### config.mk
export PLATFORM = sky130hd
export DESIGN_NAME = relu
export DESIGN_NICKNAME = d
export VERILOG_FILES = /design/src/rtl/relu.sv
export SDC_FILE = /design/constraint.sdc
export NUM_CORES = 1
export LEC_CHECK = 0
export CORE_ASPECT_RATIO = 1.25
export CORE_UTILIZATION = 43
export DETAILED_ROUTE_END_ITERATION = 8
export HOLD_SLACK_MARGIN = 0.1
export PLACE_DENSITY = 0.85
export SKIP_LAST_GASP = 1
export SLEW_MARGIN = 20
export SYNTH_ARGS = -nofsm -noshare
export SYNTH_HDL_FRONTEND = slang
export SYNTH_SLANG_ARGS = --single-unit
### constraint.sdc
create_clock -name clk -period 1.6 [get_ports clk]
set_input_delay 0.24 -clock clk [delete_from_list [all_inputs] [get_ports clk]]
set_output_delay 0.24 -clock clk [all_outputs]
set_load 0.02 [all_outputs]
### src/rtl/relu.sv
// relu: rectifies LENGTH signed elements in parallel and registers the result.
// A result is loaded on each rising edge with en high, and out_valid pulses
// for one cycle. With en low, Out holds its value and out_valid drops.
// Ports:
//   clk        - rising-edge clock
//   reset      - asynchronous, active-low reset; clears Out and out_valid
//   en         - load enable, sampled on the rising edge
//   In         - input elements, two's-complement, DATA_WIDTH bits each
//   Out        - registered rectified elements, the same width as In
//   out_valid  - registered; high for one cycle after each edge with en high
module relu #(
  parameter int unsigned DATA_WIDTH = 16,
  parameter int unsigned LENGTH     = 4
) (
  input  logic                  clk,
  input  logic                  reset,
  input  logic                  en,
  input  logic [DATA_WIDTH-1:0] In  [0:LENGTH-1],
  output logic [DATA_WIDTH-1:0] Out [0:LENGTH-1],
  output logic                  out_valid
);

  logic [DATA_WIDTH-1:0] rect_c [0:LENGTH-1];

  // Per-element rectifier. A set sign bit gives zero, so the most-negative value also gives zero.
  always_comb begin
    for (int unsigned i = 0; i < LENGTH; i++) begin
      rect_c[i] = In[i][DATA_WIDTH-1] ? '0 : In[i];
    end
  end

  // Output register. It holds its value while en is low.
  always_ff @(posedge clk or negedge reset) begin
    if (!reset) begin
      for (int unsigned i = 0; i < LENGTH; i++) begin
        Out[i] <= '0;
      end
      out_valid <= 1'b0;
    end else begin
      out_valid <= en;
      if (en) begin
        for (int unsigned i = 0; i < LENGTH; i++) begin
          Out[i] <= rect_c[i];
        end
      end
    end
  end

endmodule

After elaboration in Yosys (flattened, before gate mapping)
Index checks and enable logic that the tools add are counted.
{"block": "word_totals", "regBits": 65, "latch_bits": 0, "mem_bits_rw": 0, "rom_bits": 0, "input_bits": 67, "output_inout_bits": 65, "elab_cells": 9, "memories": 0}
{"block": "op_classes", "addsub": 0, "n_mul": 0, "div_mod_pow": 0, "magnitude_cmp": 0, "eq_ne": 0, "n_shift": 0, "muxes": 4, "n_bitwise": 0, "reduce_logical": 0}
{"op": "two-way mux 15 bit", "n": 4}

Logic depth before layout (Yosys ltp)
Gate-level depths: netlist of the first run.
{"block": "depth", "depth_word": 1, "mapped_depth": 4, "mapped_depth_nobuf": 2}

Worst setup path before layout of the first run
OpenSTA, ideal clock, no wires.
{"block": "synth_timing", "kind": "input-to-reg", "start": "input en", "end": "register Out[14] (netlist name)", "setup_time_ns": 0.133, "t_arrival_ns": 0.636, "setup_slack_ns": 0.831, "path_stages": 4, "path_cell_list": "buf_6 > clkbuf_8 > nand3b_1 > o21ai_0"}
{"element": "start, declared", "line": "17", "rtl": "input logic en,"}
{"element": "end signal, assigned by index", "line": "43", "rtl": "Out[i] <= rect_c[i];"}
{"element": "end, declared", "line": "19", "rtl": "output logic [DATA_WIDTH-1:0] Out [0:LENGTH-1],"}

Worst setup path after layout of the first run
{"block": "layout_timing", "start": "register Out[19] (netlist name)", "end": "output Out[19] (netlist name)"}
No word-level cell between the ends.

==> results.toml, run 1 <==
[global_routing]
grt_usage = 0.194
antenna_found_initial = 0
grt_overflow = 0
grt_pass1_wl_mm = 9.85
grt_max_degree = 49
grt_pass1_vias = 2108

[final_layout]
n_fill_cell = 474
n_antenna_cell = 0
utilization = 0.701
area_growth_pct = 54.7
final_cells = 473
fin_nets = 455
drive_gt1_frac = 0.0512

[clock_network]
clk_pin_slew_ns = 0.06
cts_tree = "built"
cts_inserted_buffers = 9
clk_latency_ns = 0.32
clockRootBuffer = "clkbuf_8"
cts_max_path_buffers = 2
postCtsSetupRepairBufs = 0
htree_levels = 3
clock_sinks = 61

[timing]
clock.fmax_mhz = 642
finalCritPeriodShare = 0.974
rsz0062_at_grt = "no"
finalSetupViolCount = 0
hold_viol = 0
setup_ws_ns = 0.0421
tns_ns = 0
final.min_clock_period_ns = 1.56
skew_ns = 0
slew_viol_final = 0

[floorplan]
fp.dieArea_mm2 = 0.00654
core-area_mm2 = 0.00590
row_count = 31
die_w_um = 72.5
io_pins = 132
die_h_um = 90.1
initial_core_util = 0.453

[synth]
synth.distinct_cells = 11
synthesis.area_mm2 = 0.00267
yosysSeqAreaShare = 0.571
synth_seq_cells = 61
postSynthAreaPerCell_um2 = 10.2
syn_inst = 263
yosys_warnings = 0

[critical_path]
critPathMaxFanout = 2
required_ns = 1.36
worstPathArrival_ns = 1.32
r2r_start = "Out[19]"
critical_path_class = "reg -> out"
worstPathCellList = "clkdlybuf4s50_1"
worst-path-stages = 1
cp-start-kind = "flop"
cp_slowest_stage_delay_ns = 0.63
ff2ff_path_depth = 2
critPathBufInv = 1
crit_family = "buffers and inverters"
startpoint = "Out[19]"
crit_path_top_delay_cell = "clkdlybuf4s50_1"
crit_path_end_kind = "output pin"

[placed_design]
portBuffers = 127
dpl.hpwl_mm = 4.21
pre_cts_ws_ns = 0.240
gp_congestion = 0.764
dpl.cell_count = 458

[job]
cap_violations = 0

[power]
ir_drop_uv = 511
power.density_mw_per_mm2 = 915
p_leak_uw = 0.00177

[route]
wire_per_inst_um = 12.9
route.detailed.drc = 0
vias_per_cell = 4.65
antenna_left = 0
first_iter_violations = 129
first_pass_iters = 4
vias = 2201
drt_wl_total_mm = 6.10

[min_path]
whs_path_depth = 1
hp-start = "en"
hp-class = "in -> reg"

[outcome]
outcome = "finished, final reports clean"
[what timing repair did]
action,CTS,global route
endpoints found under the hold margin,61,0
setup endpoints to repair,0,1
gates resized for setup,0,1
hold buffers,1,0
[per-layer routing]
| metal | track usage | routed length [µm] | up-vias | part of all wire |
|---|---|---|---|---|
| met5 | 0 | 0 | - | 0 |
| met3 | 0.0471 | 417 | 11 | 0.068 |
| met1 | 0.247 | 2570 | 1027 | 0.42 |
| li1 | - | - | 1081 | - |
| met2 | 0.315 | 3010 | 82 | 0.49 |
| met4 | 0.0784 | 99 | 0 | 0.016 |
[final cells by class]
type / instances / area [µm²] / share of cell area
Clock buffer: 13 / 179 / 0.0433
Multi-Input combinational cell: 124 / 766 / 0.185
Tap cell: 82 / 103 / 0.0248
Clock inverter: 1 / 5.00 / 0.00121
Inverter: 60 / 225 / 0.0545
Sequential cell: 61 / 1530 / 0.369
Timing Repair Buffer: 132 / 1330 / 0.322
[kinds of logic (layout without fill, tap and decap cells)]
family	count (synthesis)	in the layout	share of synthesized area
buffers and inverters	81	206	0.147
DFF	61	61	0.571
AOI/OAI and AO/OA	60	60	0.112
and+or+nand+nor	60	60	0.169
other	1	4	0.00140
[power breakdown]
group | switching (µW) | total, µW | leakage (µW) | internal [µW]
Clock | 528 | 1240 | 0.0000974 | 712
Combinational | 387 | 818 | 0.000877 | 431
Sequential | 64.1 | 1730 | 0.000792 | 1660
Total | 979 | 3790 | 0.00177 | 2810
[path summary, 6_finish.rpt]
kind	endpoint	slack (ns)
max	Out[19]	0.04
min reg2reg	Out[13]	0.51
min in group asynchronous	Out[34]	0.48
max in group asynchronous	Out[8]	0.78
min	out_valid	0.21
max reg2reg	Out[19]	0.87
[sequential cells by signal (all words and copies together), names as in the netlist]
register   flops
out_valid      1
Out           60
[Yosys cell counts]
cell type	count	share of area
nand3b_1	60	0.17
inv_1	60	0.084
o21ai_1	9	0.017
buf_4	5	0.014
buf_6	2	0.0084
dfrtp_1	61	0.57
clkbuf_8	5	0.026
o21ai_0	51	0.096
clkbuf_1	6	0.0084
buf_2	3	0.0056
conb_1	1	0.0014
[through the flow]
stage / hold slack, ns / cell area [µm²] / total power [µW]
final: 0.207 / 4140 / 3790
after global routing: 0.204 / 4140 / 3970
after CTS: 0.186 / 4130 / 3830
after detailed placement: 0.278 / 3940 / 2570
after global placement: 0.271 / 3940 / 2560
after floorplan: -0.0556 / 2680 / 2110
[cell usage in the layout (no fill, tap or decap), drive strengths merged]
cell,Yosys,layout
nand3b,60,60
inv,60,60
clkdlybuf4s50,0,124
dfrtp,61,61
dlygate4sd3,0,1
buf,10,6
clkbuf,11,13
o21ai,60,60
conb,1,4
clkinv,0,1
dlymetal6s2s,0,1
No activity file was read; power rests on OpenSTA's default activity.
==> inputs of run 2 (changes only) <==
- ABC_AREA: default -> 0
- HOLD_SLACK_MARGIN: 0.1 -> default
==> results of run 2 <==
Final layout, timing and power as in run 1 (identical DEF).
